==> src/rtl/ad5662_pkg.sv <==
// Shared AD5662 frame layout and receiver state encoding, used by both the
// receiver and the DAC driver side.
package ad5662_pkg;

    localparam int unsigned FRAME_BITS = 24;
    localparam int unsigned BIT_CNT_W  = $clog2(FRAME_BITS + 1);
    localparam int unsigned DATA_MSB   = 15;
    localparam int unsigned PD_MSB     = 17;
    localparam int unsigned PD_LSB     = 16;

    typedef enum logic [1:0] {
        IDLE  = 2'd0,
        SHIFT = 2'd1,
        HOLD  = 2'd2
    } state_t;

endpackage

==> src/rtl/sync_edge_det.sv <==
// Two-flop synchronizer followed by one history register that produces
// single-cycle rise/fall pulses of the synchronized level.
module sync_edge_det #(
    parameter logic RESET_VAL = 1'b0
) (
    input  logic clk,
    input  logic reset,
    input  logic async_in,
    output logic level,
    output logic rise,
    output logic fall
);

    logic [1:0] sync_q;
    logic       prev_q;

    always_ff @(posedge clk) begin
        if (reset) begin
            sync_q <= {2{RESET_VAL}};
            prev_q <= RESET_VAL;
        end else begin
            sync_q <= {sync_q[0], async_in};
            prev_q <= sync_q[1];
        end
    end

    assign level = sync_q[1];
    assign rise  = sync_q[1] & ~prev_q;
    assign fall  = ~sync_q[1] & prev_q;

endmodule

==> src/rtl/ad5662_spi_rx.sv <==
// AD5662 SPI frame receiver with a stream-style output port.
// Optional SHIFT-state inactivity timeout: define AD5662_SPI_RX_TIMEOUT_EN.
import ad5662_pkg::*;

module ad5662_spi_rx #(
    parameter int unsigned TIMEOUT_CYCLES = 1024,
    parameter int unsigned CNT_W          = 16
) (
    input  logic             clk,
    input  logic             reset,
    input  logic             sync_n,
    input  logic             sclk,
    input  logic             din,
    output logic [15:0]      o_tdata,
    output logic [1:0]       o_pd,
    output logic             o_tvalid,
    input  logic             o_tready,
    output logic             overrun,
    output logic [CNT_W-1:0] frame_count,
    output logic [7:0]       err_count
);

    logic sync_level, sync_rise, sync_fall;
    logic sclk_level, sclk_rise, sclk_fall;
    logic din_level, din_rise, din_fall;

    sync_edge_det #(.RESET_VAL(1'b1)) u_sync_n (
        .clk(clk), .reset(reset), .async_in(sync_n),
        .level(sync_level), .rise(sync_rise), .fall(sync_fall)
    );

    sync_edge_det #(.RESET_VAL(1'b1)) u_sclk (
        .clk(clk), .reset(reset), .async_in(sclk),
        .level(sclk_level), .rise(sclk_rise), .fall(sclk_fall)
    );

    sync_edge_det #(.RESET_VAL(1'b0)) u_din (
        .clk(clk), .reset(reset), .async_in(din),
        .level(din_level), .rise(din_rise), .fall(din_fall)
    );

    state_t                 state, state_next;
    logic [BIT_CNT_W-1:0]   bit_cnt;
    logic [FRAME_BITS-1:0]  shreg;
    logic [FRAME_BITS-1:0]  word;
    logic                   frame_done, frame_abort, shift_en, timeout_hit;
    logic [1:0]             flush_cnt;
    logic                   armed;
    logic                   unused_bits;

    assign word     = {shreg[FRAME_BITS-2:0], din_level};
    assign shift_en = (state == SHIFT) && sclk_fall && !sync_rise;

    // A frame may only start after sync_n has been seen high once the
    // synchronizer has flushed its reset value, so a sync_n held low
    // across reset does not fake a falling edge.
    always_ff @(posedge clk) begin
        if (reset) begin
            flush_cnt <= '0;
            armed     <= 1'b0;
        end else begin
            if (flush_cnt != 2'd3)
                flush_cnt <= flush_cnt + 2'd1;
            if ((flush_cnt == 2'd3 && sync_level) || sync_rise)
                armed <= 1'b1;
        end
    end

`ifdef AD5662_SPI_RX_TIMEOUT_EN
    localparam int unsigned TO_W = (TIMEOUT_CYCLES > 1) ? $clog2(TIMEOUT_CYCLES) : 1;
    logic [TO_W-1:0] to_cnt;

    always_ff @(posedge clk) begin
        if (reset || state != SHIFT || sclk_fall)
            to_cnt <= '0;
        else
            to_cnt <= to_cnt + TO_W'(1);
    end

    assign timeout_hit = (to_cnt == TO_W'(TIMEOUT_CYCLES - 1));
`else
    localparam int unsigned UNUSED_TIMEOUT = TIMEOUT_CYCLES;
    assign timeout_hit = 1'b0;
`endif

    always_ff @(posedge clk) begin
        if (reset)
            state <= IDLE;
        else
            state <= state_next;
    end

    always_comb begin
        state_next  = state;
        frame_done  = 1'b0;
        frame_abort = 1'b0;
        unique case (state)
            IDLE: begin
                if (armed && sync_fall)
                    state_next = SHIFT;
            end
            SHIFT: begin
                if (sync_rise) begin
                    frame_abort = 1'b1;
                    state_next  = IDLE;
                end else if (sclk_fall) begin
                    if (bit_cnt == BIT_CNT_W'(FRAME_BITS - 1)) begin
                        frame_done = 1'b1;
                        state_next = HOLD;
                    end
                end else if (timeout_hit) begin
                    frame_abort = 1'b1;
                    state_next  = IDLE;
                end
            end
            HOLD: begin
                if (sync_rise)
                    state_next = IDLE;
            end
            default: state_next = IDLE;
        endcase
    end

    always_ff @(posedge clk) begin
        if (reset) begin
            bit_cnt     <= '0;
            shreg       <= '0;
            o_tdata     <= '0;
            o_pd        <= '0;
            o_tvalid    <= 1'b0;
            overrun     <= 1'b0;
            frame_count <= '0;
            err_count   <= '0;
        end else begin
            if (state == IDLE && state_next == SHIFT) begin
                bit_cnt <= '0;
                shreg   <= '0;
            end else if (shift_en) begin
                shreg   <= word;
                bit_cnt <= bit_cnt + BIT_CNT_W'(1);
            end

            // A completed frame replaces the held word only if that word is
            // gone or being accepted this very cycle; otherwise it is dropped.
            if (frame_done) begin
                frame_count <= frame_count + CNT_W'(1);
                if (!o_tvalid || o_tready) begin
                    o_tdata  <= word[DATA_MSB:0];
                    o_pd     <= word[PD_MSB:PD_LSB];
                    o_tvalid <= 1'b1;
                end else begin
                    overrun <= 1'b1;
                end
            end else if (o_tvalid && o_tready) begin
                o_tvalid <= 1'b0;
            end

            if (frame_abort && err_count != 8'hFF)
                err_count <= err_count + 8'd1;
        end
    end

    assign unused_bits = ^{sclk_level, sclk_rise, din_rise, din_fall,
                           shreg[FRAME_BITS-1], word[FRAME_BITS-1:PD_MSB+1]};

endmodule

==> config.mk <==
export PLATFORM = sky130hd
export DESIGN_NAME = ad5662_spi_rx
export DESIGN_NICKNAME = d
export VERILOG_FILES = /design/src/rtl/ad5662_pkg.sv /design/src/rtl/sync_edge_det.sv /design/src/rtl/ad5662_spi_rx.sv
export SDC_FILE = /design/constraint.sdc
export NUM_CORES = 1
export LEC_CHECK = 0
export BUFFER_PORTS_ARGS = -buffer_cell sky130_fd_sc_hd__buf_2
export CORE_ASPECT_RATIO = 0.8
export CORE_MARGIN = 2
export CORE_UTILIZATION = 56
export CTS_BUF_LIST = sky130_fd_sc_hd__clkbuf_16
export CTS_CLUSTER_SIZE = 8
export DETAILED_ROUTE_END_ITERATION = 8
export PLACE_DENSITY = 0.79
export SLEW_MARGIN = 25
export SYNTH_ARGS = -nofsm -noshare
export SYNTH_HDL_FRONTEND = slang
export SYNTH_SLANG_ARGS = --single-unit
==> constraint.sdc <==
create_clock -name clk -period 2.1 [get_ports clk]
set_clock_uncertainty 0.15 [all_clocks]
set_input_delay 0.21 -clock clk [delete_from_list [all_inputs] [get_ports clk]]
set_output_delay 0.21 -clock clk [all_outputs]
set_load 0.05 [all_outputs]
==> out/metrics.cfg, run 1 <==
[clocking]
clock_tree_buf_depth = 2
htreeDepth = 3
tritoncts_clock_tree = built
clock_tree.root_cell = clkbuf_16
cts.sink_count = 79
clkTransAtPathRegs_ns = 0.06
worstSkewPairLatency_ns = 0.33
numCtsBuffers = 9

[pwr]
power.share.clock = 0.454
share_comb_of_total_power = 0.029
total_leakage_power_nw = 1.49
p_sw_uw = 625
irDropWorstVdd_mv = 0.597
sw_frac_of_total = 0.212
power_per_cell_area_nw_per_um2 = 763
fin_total_pwr_mw = 2.95
internal_power_mw = 2.33
pwr-share-seq = 0.517

[placed_design]
place.port_buffers = 49
hpwlAfterDp_um = 4480
globalplace.congestion = 0.819

[synthesis]
synth.top_cells.by_area = dfxtp_1, a21oi_1, nand2_1
post_synth_fa_ha_maj_area_fraction = 0.0153
synthDominantAreaCellType = dfxtp_1
yosys-mux-area-fraction = 0.0233
asyncSetResetFlopFracSynth = 0
synth-edff-count = 0
dominant_synthesized_flop_cell = dfxtp_1
post_synth_and_or_nand_nor_area_fraction = 0.255
syn-cell-area_sq_um = 3270
synthDominantCellAreaShare = 0.483
yosys_warnings = 0
synth_nets = 384
synth_top_family_by_area = simple AND/OR/NAND/NOR gates
yosysSeqAreaShare = 0.483
avgSynthCellArea_sq_um = 8.76
postSynthRegisterBits = 79
synth_compound_gate_area_share = 0.143
count_of_distinct_cell_types_in_the_synthesized_netlist = 47
yosys.area_share.xor_xnor = 0.0294
cells_after_synth = 374

[routing]
drtAntennaViolNets = 0
avgRoutedWirePerCell_um = 13.3
first_iter_violations = 173
detail_route.first_pass.iterations = 4
post_detailed_route_via_to_cell_ratio = 5.53
number_of_remaining_drc_errors = 0
wirelength_um = 6770
total_number_of_vias = 2810

[floorplan]
core_sq_um = 5560
die_w_um = 89.5
core.rowCount = 24
floorplan.die_area_sq_um = 6480
dieHeight_um = 72.4
initial_standard_cell_utilization_of_the_core = 0.589
io_pins = 50

[sta]
final.period_utilization = 0.941
rsz0062_at_grt = no
worst_pin_slew_ns = 0.718
slew_viol_final = 0
worst_rel_slew_slack = 0.520
hold_viol_final = 0
timing.fmax_ghz = 0.506
setup-violations-final = 0
aggregate_negative_setup_slack_ns = 0
period_needed_ns = 1.98

[finish]
layout.cells.most_common_list = dfxtp_1, a21oi_1, buf_2
multi_input_comb_area_sq_um = 1540
leading_cell_type_in_the_layout_fill_and_taps_excluded = dfxtp_1
ff_latch_area_sq_um = 1580
final_layout_size_suffix_gt1_frac = 0.221
fill_cells = 450
layout-area-overhead-vs-synth_pct = 18.3
layout.nets = 435
num_antenna_cells = 0

[setup_path]
crit_fanout = 13
data_required_time_of_the_worst_path_ns = 2.17
ff_to_ff_setup_slack_ns = 0.12
cp_data_arrival_time_ns = 2.05
critical_path.startpoint = bit_cnt[0]$_SDFFE_PP0P_
critical_path.cell_chain = ha_1 -> and4b_2 -> nand2_4 -> nor4_1 -> mux2_2
slowest_stage_cell_crit_path = dfxtp_1
worstSetupEndpointType = register
delay_contributed_by_the_slowest_stage_of_the_critical_path_ns = 0.37
path_class = register to register
worst_r2r_startpoint = bit_cnt[0]$_SDFFE_PP0P_
timing.critical_path.from_type = register

[global_route]
grt_start_max_net_pins = 29
grt-ovfl-total = 0
antenna_found_initial = 0
grt_pass1_vias = 2565
grt_pass1_wl_um = 11500
grt_usage = 0.228

[hold_path]
hp-class = input port to register
holdCritStartpoint = o_tready

[job]
drv.max_cap_violation_count = 0

[run_status]
run_status = finished, final reports clean

-- worst max-delay path, delay by kind of cell (launching register included) --
| family | cells | cell delay [ns] |
|---|---|---|
| adder cells (fa/ha/maj) | 1 | 0.20 |
| multiplexers | 1 | 0.37 |
| flip-flops | 1 | 0.37 |
| AND/OR/NAND/NOR | 3 | 0.77 |
-- routing by layer --
metal | vias up | share of wire | GRT usage
met5 | - | 0 | 0
met4 | 0 | 0.019 | 0.0978
met3 | 12 | 0.047 | 0.0660
met2 | 73 | 0.47 | 0.350
met1 | 1303 | 0.46 | 0.301
li1 | 1422 | - | -
-- registers in the layout, summed over array words and instances, names as in the netlist --
name	flops
o_tvalid	1
flush_cnt	2
err_count	8
o_pd	2
bit_cnt	5
armed	1
overrun	1
shreg	17
u_sync_n.prev_q	1
u_sync_n.sync_q	2
u_sclk.prev_q	1
u_sclk.sync_q	2
state	2
o_tdata	16
u_din.sync_q	2
frame_count	16
-- logic make-up (layout without fill, tap and decap cells) --
family / after synthesis / in the layout
adders and majority gates: 4 / 4
AOI/OAI and AO/OA: 86 / 86
DFF: 79 / 79
muxes: 7 / 7
buffers and inverters: 28 / 84
xor gates and xnor gates: 11 / 11
and+or+nand+nor: 159 / 159
-- power groups by stage --
stage | combinational (mW) | sequential (mW) | clock (mW)
after floorplan | 0.0653 | 1.56 | 0
after global placement | 0.0777 | 1.56 | 0
after detailed placement | 0.0806 | 1.56 | 0
after CTS | 0.0861 | 1.53 | 1.36
after global routing | 0.0973 | 1.53 | 1.42
final | 0.0867 | 1.53 | 1.34
-- stage by stage --
step	hold WS (ns)	std cells	util	setup WS, ns	instance area, sq um
finish	0.180	508	0.697	0.123	3870
global route	0.208	508	0.697	0.0278	3870
CTS	0.180	508	0.695	0.0565	3860
detailed placement	0.246	489	0.644	0.0661	3580
global placement	0.242	489	0.644	0.128	3580
floorplan	0.164	374	-	0.0681	3270
-- synth_stat cells, drive strengths merged, types with 2 or more instances --
master / n
mux2i: 2
xnor2: 4
nand4: 8
mux2: 5
clkbuf: 15
or4: 6
nand2: 45
nand3: 31
ha: 4
nor2: 21
o21ai: 22
dfxtp: 79
inv: 2
and3: 3
o31ai: 6
or3: 3
or2: 6
a21oi: 50
nand2b: 6
nor2b: 12
nor4: 4
xor2: 7
o211ai: 2
buf: 10
and4: 4
nor3: 6
-- cell type report --
class | count | area share
Sequential cell | 79 | 0.408
Multi-Input combinational cell | 267 | 0.397
Tap cell | 78 | 0.0252
Clock inverter | 7 | 0.00807
Clock buffer | 9 | 0.0581
Inverter | 2 | 0.00194
Timing Repair Buffer | 66 | 0.101
-- final timing paths --
check | end | cells past startpoint
worst max-delay path | frame_count[13]$_SDFFE_PP0P_ | 5
worst min register to register | u_sclk.sync_q[1]$_SDFF_PP1_ | 1
worst max register to register | frame_count[13]$_SDFFE_PP0P_ | 5
worst min-delay path | overrun$_SDFFE_PP0P_ | 4
-- what timing repair did --
item / 4_1_cts / 5_1_grt
endpoints found under the hold margin: 3 / 0
hold buffers: 3 / 0
buffers inserted: 0 / 0
gates resized for setup: 0 / 1
setup endpoints to repair: 0 / 16
(Power assumes the default switching activity.)
==> run 2, diff against run 1 <==
==> constraint.sdc (replaced) <==
create_clock -name clk -period 2.1 [get_ports clk]
set_clock_uncertainty 0.15 [all_clocks]
set_input_delay 0.315 -clock clk [delete_from_list [all_inputs] [get_ports clk]]
set_output_delay 0.315 -clock clk [all_outputs]
set_load 0.05 [all_outputs]
==> run 2 against run 1 <==
  * Via count is 1.1% higher
  * Sequential cell count stayed put
  * Core utilization is 0.56 points lower
  * Sequential share of layout area is 0.33 points higher
  * Combinational power is 6.7% lower
  * Critical path depth stayed put
  * Clock power hardly changed
  * Maximum frequency is 1.0% lower
  * Global-route usage is 0.53 points higher
  * Final area is 0.81% lower
  * Register-to-register slack worse by 0.02 ns
==> out/metrics.cfg, run 2 (same netlist as run 1, synthesis figures left out) <==
[run_status]
run_status = finished, final reports clean

[global_route]
grt_pass1_vias = 2577
grt-ovfl-total = 0
globalRouteMet3Util = 0.0796
gr-max-usage-layer = met2
antenna_found_initial = 0
grt_pass1_wl_um = 11700
grt_util_met2 = 0.367
grt_start_max_net_pins = 30
grt_usage = 0.233
gr-usage-met1 = 0.303

[floorplan]
initial_standard_cell_utilization_of_the_core = 0.589
floorplan.die_area_sq_um = 6480
core_sq_um = 5560
io_pins = 50
die_w_um = 89.5
core.rowCount = 24
dieHeight_um = 72.4

[routing]
avgRoutedWirePerCell_um = 13.8
detail_route.first_pass.iterations = 5
total_number_of_vias = 2842
post_detailed_route_via_to_cell_ratio = 5.63
number_of_remaining_drc_errors = 0
wirelength_um = 6990
first_iter_violations = 182
drtAntennaViolNets = 0

[clocking]
tritoncts_clock_tree = built
htreeDepth = 3
clock_tree.root_cell = clkbuf_16
clkTransAtPathRegs_ns = 0.06
cts-hold-fix-buffers = 0
worstSkewPairLatency_ns = 0.33
cts.sink_count = 79
clock_tree_buf_depth = 2
numCtsBuffers = 9

[sta]
fin_worst_hold_slack_ns = 0.0138
worst_pin_slew_ns = 0.716
setup-violations-final = 0
aggregate_negative_setup_slack_ns = 0
worst_rel_slew_slack = 0.521
final.period_utilization = 0.951
hold_viol_final = 0
period_needed_ns = 2.00
slew_viol_final = 0
rsz0062_at_grt = no
timing.fmax_ghz = 0.501

[pwr]
power_per_cell_area_nw_per_um2 = 771
total_leakage_power_nw = 1.49
irDropWorstVdd_mv = 0.470

[setup_path]
worstSetupEndpointType = register
data_required_time_of_the_worst_path_ns = 2.17
critical_path.startpoint = bit_cnt[0]$_SDFFE_PP0P_
worst_r2r_startpoint = bit_cnt[0]$_SDFFE_PP0P_
crit_fanout = 13
timing.critical_path.from_type = register
cp_data_arrival_time_ns = 2.07
path_class = register to register

[hold_path]
holdCritStartpoint = sclk
hp-class = input port to register

[finish]
layout.nets = 433
multi_input_comb_area_sq_um = 1540
max_flop_register = shreg
layout.cells.most_common_list = dfxtp_1, a21oi_1, buf_2
final_layout_size_suffix_gt1_frac = 0.230
flip_flop_count_of_the_largest_register_all_copies_and_words_added = 17
layout-area-overhead-vs-synth_pct = 17.3
biggestRegsByFlops = shreg: 17 flops, frame_count: 16 flops, o_tdata: 16 flops
num_antenna_cells = 0
fill_cells = 434
ff_latch_area_sq_um = 1580
fin_util = 0.692
leading_cell_type_in_the_layout_fill_and_taps_excluded = dfxtp_1

[placed_design]
globalplace.congestion = 0.815
place.port_buffers = 49
hpwlAfterDp_um = 4500

[job]
drv.max_cap_violation_count = 0

## run 2: cell count changes in the layout (fill, tap and decap cells not counted), sizes merged
| cell | delta |
|---|---|
| dlygate4sd3 | -3 |
| buf | +1 |
| clkinv | -1 |
## run 2: cell type report
class | count | share of cell area
clock buffer | 9 | 0.0586
clock inverter | 6 | 0.00782
inverter | 2 | 0.00195
multi-input combinational | 267 | 0.401
sequential | 79 | 0.412
tap | 78 | 0.0254
timing repair buffer | 64 | 0.0931
## run 2: final timing paths
kind	endpoint	slack, ns	cells after the start
max	frame_count[13]$_SDFFE_PP0P_	0.10	5
min	u_sclk.sync_q[0]$_SDFF_PP1_	0.01	2
max reg2reg	frame_count[13]$_SDFFE_PP0P_	0.10	5
min reg2reg	u_sync_n.sync_q[1]$_SDFF_PP1_	0.26	1
## run 2: power breakdown
group	switching [mW]	total [mW]	internal [mW]	leakage (nW)
logic	0.0495	0.0809	0.0314	0.721
registers	0.00974	1.53	1.52	0.638
clock network	0.577	1.35	0.777	0.130
## run 2: layer usage
layer / part of all wire / vias to the layer above
met5: 0 / -
met4: 0.011 / 0
met3: 0.063 / 12
met2: 0.47 / 98
met1: 0.45 / 1317
li1: - / 1415
## run 2: per-stage QoR
step | cell area (sq um) | power, mW | setup slack (ns) | cells
6_report | 3840 | 2.96 | 0.103 | 505
3_5_place_dp | 3560 | 1.64 | 0.0610 | 488
5_1_grt | 3840 | 3.07 | 0.00732 | 505
2_1_floorplan | 3270 | 1.62 | 0.0681 | 374
4_1_cts | 3820 | 2.98 | 0.0420 | 503
3_3_place_gp | 3560 | 1.64 | 0.145 | 488
## run 2: worst max-delay path: stages, from the launching register on
cell     delay (ns)
dfxtp_1        0.38
ha_1           0.21
and4b_2        0.33
nand2_4        0.13
nor4_1         0.31
mux2_2         0.37
## run 2: repair_timing
action                                  4_1_cts  5_1_grt
resized for setup                             0        3
endpoints found under the hold margin         0        0
setup buffers                                 0        2
endpoints found under the setup margin        0       28
==> run 3, diff against run 2 <==
--- a/config.mk
+++ b/config.mk
@@ -6,13 +6,13 @@
 export NUM_CORES = 1
 export LEC_CHECK = 0
 export BUFFER_PORTS_ARGS = -buffer_cell sky130_fd_sc_hd__buf_2
-export CORE_ASPECT_RATIO = 0.8
 export CORE_MARGIN = 2
 export CORE_UTILIZATION = 56
 export CTS_BUF_LIST = sky130_fd_sc_hd__clkbuf_16
 export CTS_CLUSTER_SIZE = 8
 export DETAILED_ROUTE_END_ITERATION = 8
 export PLACE_DENSITY = 0.79
+export RECOVER_POWER = 50
 export SLEW_MARGIN = 25
 export SYNTH_ARGS = -nofsm -noshare
 export SYNTH_HDL_FRONTEND = slang
==> run 3 against run 2 <==
  * Sequential share of layout area fell by 0.15 points
  * Critical path type unchanged
  * Final cell count fell by 1.2%
  * Non-clock buffer count shrank 1
  * Clock power is 22% higher
  * First-iteration DRC count is 16% higher
  * Critical endpoint is now frame_count[15]$_SDFFE_PP0P_
==> out/metrics.cfg, run 3 (same netlist as run 1, synthesis figures left out) <==
[run_status]
run_status = finished, final reports clean

[placed_design]
place.port_buffers = 49
hpwlAfterDp_um = 4410
globalplace.congestion = 0.807

[sta]
timing.fmax_ghz = 0.503
worst_pin_slew_ns = 0.766
setup-violations-final = 0
rsz0062_at_grt = no
slew_viol_final = 0
hold_viol_final = 0
aggregate_negative_setup_slack_ns = 0
period_needed_ns = 1.99
worst_rel_slew_slack = 0.489
final.period_utilization = 0.947

[finish]
final_layout_size_suffix_gt1_frac = 0.129
biggestRegsByFlops = shreg: 17 flops, frame_count: 16 flops, o_tdata: 16 flops
flip_flop_count_of_the_largest_register_all_copies_and_words_added = 17
max_flop_register = shreg
layout.nets = 432
leading_cell_type_in_the_layout_fill_and_taps_excluded = dfxtp_1
layout-area-overhead-vs-synth_pct = 17.8
layout.cells.most_common_list = dfxtp_1, a21oi_1, clkbuf_1
num_antenna_cells = 0

[global_route]
antenna_found_initial = 0
grt_start_max_net_pins = 23
grt_usage = 0.230
grt-ovfl-total = 0
grt_pass1_vias = 2416
grt_pass1_wl_um = 11400

[pwr]
total_leakage_power_nw = 1.33
sw_frac_of_total = 0.206
power.share.clock = 0.507
power_per_cell_area_nw_per_um2 = 845
pwr-share-seq = 0.469
share_comb_of_total_power = 0.024
internal_power_mw = 2.59
p_sw_uw = 670
fin_total_pwr_mw = 3.26
irDropWorstVdd_mv = 0.588

[setup_path]
timing.critical_path.from_type = register
worstSetupEndpointType = register
critical_path.cell_chain = ha_1 -> and4b_2 -> nand2_4 -> nor4_4 -> mux2_2
slowest_stage_cell_crit_path = dfxtp_1
delay_contributed_by_the_slowest_stage_of_the_critical_path_ns = 0.36
worstPathBufferInverterCount = 0
cpLargestDelayFamily = simple AND/OR/NAND/NOR gates
cp_data_arrival_time_ns = 2.06
path_class = register to register
data_required_time_of_the_worst_path_ns = 2.18
crit_fanout = 13

[routing]
number_of_remaining_drc_errors = 0
drtAntennaViolNets = 0
post_detailed_route_via_to_cell_ratio = 5.70
total_number_of_vias = 2842
first_iter_violations = 211
detail_route.first_pass.iterations = 5
wirelength_um = 7140
avgRoutedWirePerCell_um = 14.3

[floorplan]
floorplan.die_area_sq_um = 6470
io_pins = 50
dieHeight_um = 80.5
core_sq_um = 5570
die_w_um = 80.5
initial_standard_cell_utilization_of_the_core = 0.587
core.rowCount = 27

[clocking]
clkTransAtPathRegs_ns = 0.06
clock_tree.root_cell = clkbuf_16
tritoncts_clock_tree = built
worstSkewPairLatency_ns = 0.33
cts-hold-fix-buffers = 0
numCtsBuffers = 9
clock_tree_buf_depth = 2
cts.sink_count = 79
htreeDepth = 3

[hold_path]
hp-class = input port to register

[job]
drv.max_cap_violation_count = 0

-- run 3: changes by cell type in the layout (fill, tap and decap cells not counted), moves of 2 or more --
cell	change
buf_2	-45
buf_4	-4
bufinv_16	+2
clkbuf_1	+46
-- run 3: metrics by stage --
| stage | instances | instance area (sq um) | utilization | setup slack, ns | hold WS, ns |
|---|---|---|---|---|---|
| 2_1_floorplan | 374 | 3270 | - | 0.0681 | 0.239 |
| 5_1_grt | 499 | 3860 | 0.692 | 0.0118 | 0.0191 |
| 6_report | 499 | 3860 | 0.692 | 0.112 | 0.0162 |
| 4_1_cts | 497 | 3880 | 0.697 | 0.0663 | 0.0148 |
| 3_5_place_dp | 481 | 3560 | 0.639 | 0.0176 | 0.243 |
| 3_3_place_gp | 481 | 3550 | 0.638 | 0.0729 | 0.242 |
-- run 3: power groups by stage --
| stage | combinational (mW) | clock [mW] | sequential (mW) |
|---|---|---|---|
| floorplan | 0.0653 | 0 | 1.56 |
| global placement | 0.0784 | 0 | 1.56 |
| detailed placement | 0.0810 | 0 | 1.56 |
| CTS | 0.0819 | 1.67 | 1.53 |
| global route | 0.0917 | 1.73 | 1.53 |
| finish | 0.0793 | 1.65 | 1.53 |
-- run 3: path summary, 6_finish.rpt --
path	start	to	slack, ns	cells past startpoint
worst min-delay path	sync_n	u_sync_n.sync_q[0]$_SDFF_PP1_	0.02	2
worst min register to register	u_sync_n.sync_q[0]$_SDFF_PP1_	u_sync_n.sync_q[1]$_SDFF_PP1_	0.26	1
worst max-delay path	bit_cnt[0]$_SDFFE_PP0P_	frame_count[15]$_SDFFE_PP0P_	0.11	5
worst max register to register	bit_cnt[0]$_SDFFE_PP0P_	frame_count[15]$_SDFFE_PP0P_	0.11	5
-- run 3: layer usage --
metal	share of wire	track usage
met1	0.45	0.313
met2	0.47	0.347
met3	0.063	0.0652
met4	0.014	0.0881
met5	0	0
-- run 3: repair_timing --
item                                    in CTS  in global routing
pin swaps                                    0                  2
hold endpoints to repair                     0                  0
gates resized for setup                      1                  3
setup buffers                                0                  2
endpoints found under the setup margin       1                  9
cloned                                       0                  0
-- run 3: worst reg2reg max path, delay by kind of cell (launching register included) --
family	cells	cell delay, ns
mux	1	0.36
flops	1	0.36
fa+ha+maj	1	0.20
simple gates	3	0.82
-- run 3: layout make-up --
class	instances	area [sq um]
Clock buffer	9	225
Clock inverter	7	95.1
Fill cell	465	1720
Inverter	2	7.51
Multi-Input combinational cell	267	1560
Sequential cell	79	1580
Tap cell	72	90.1
Timing Repair Buffer	63	300
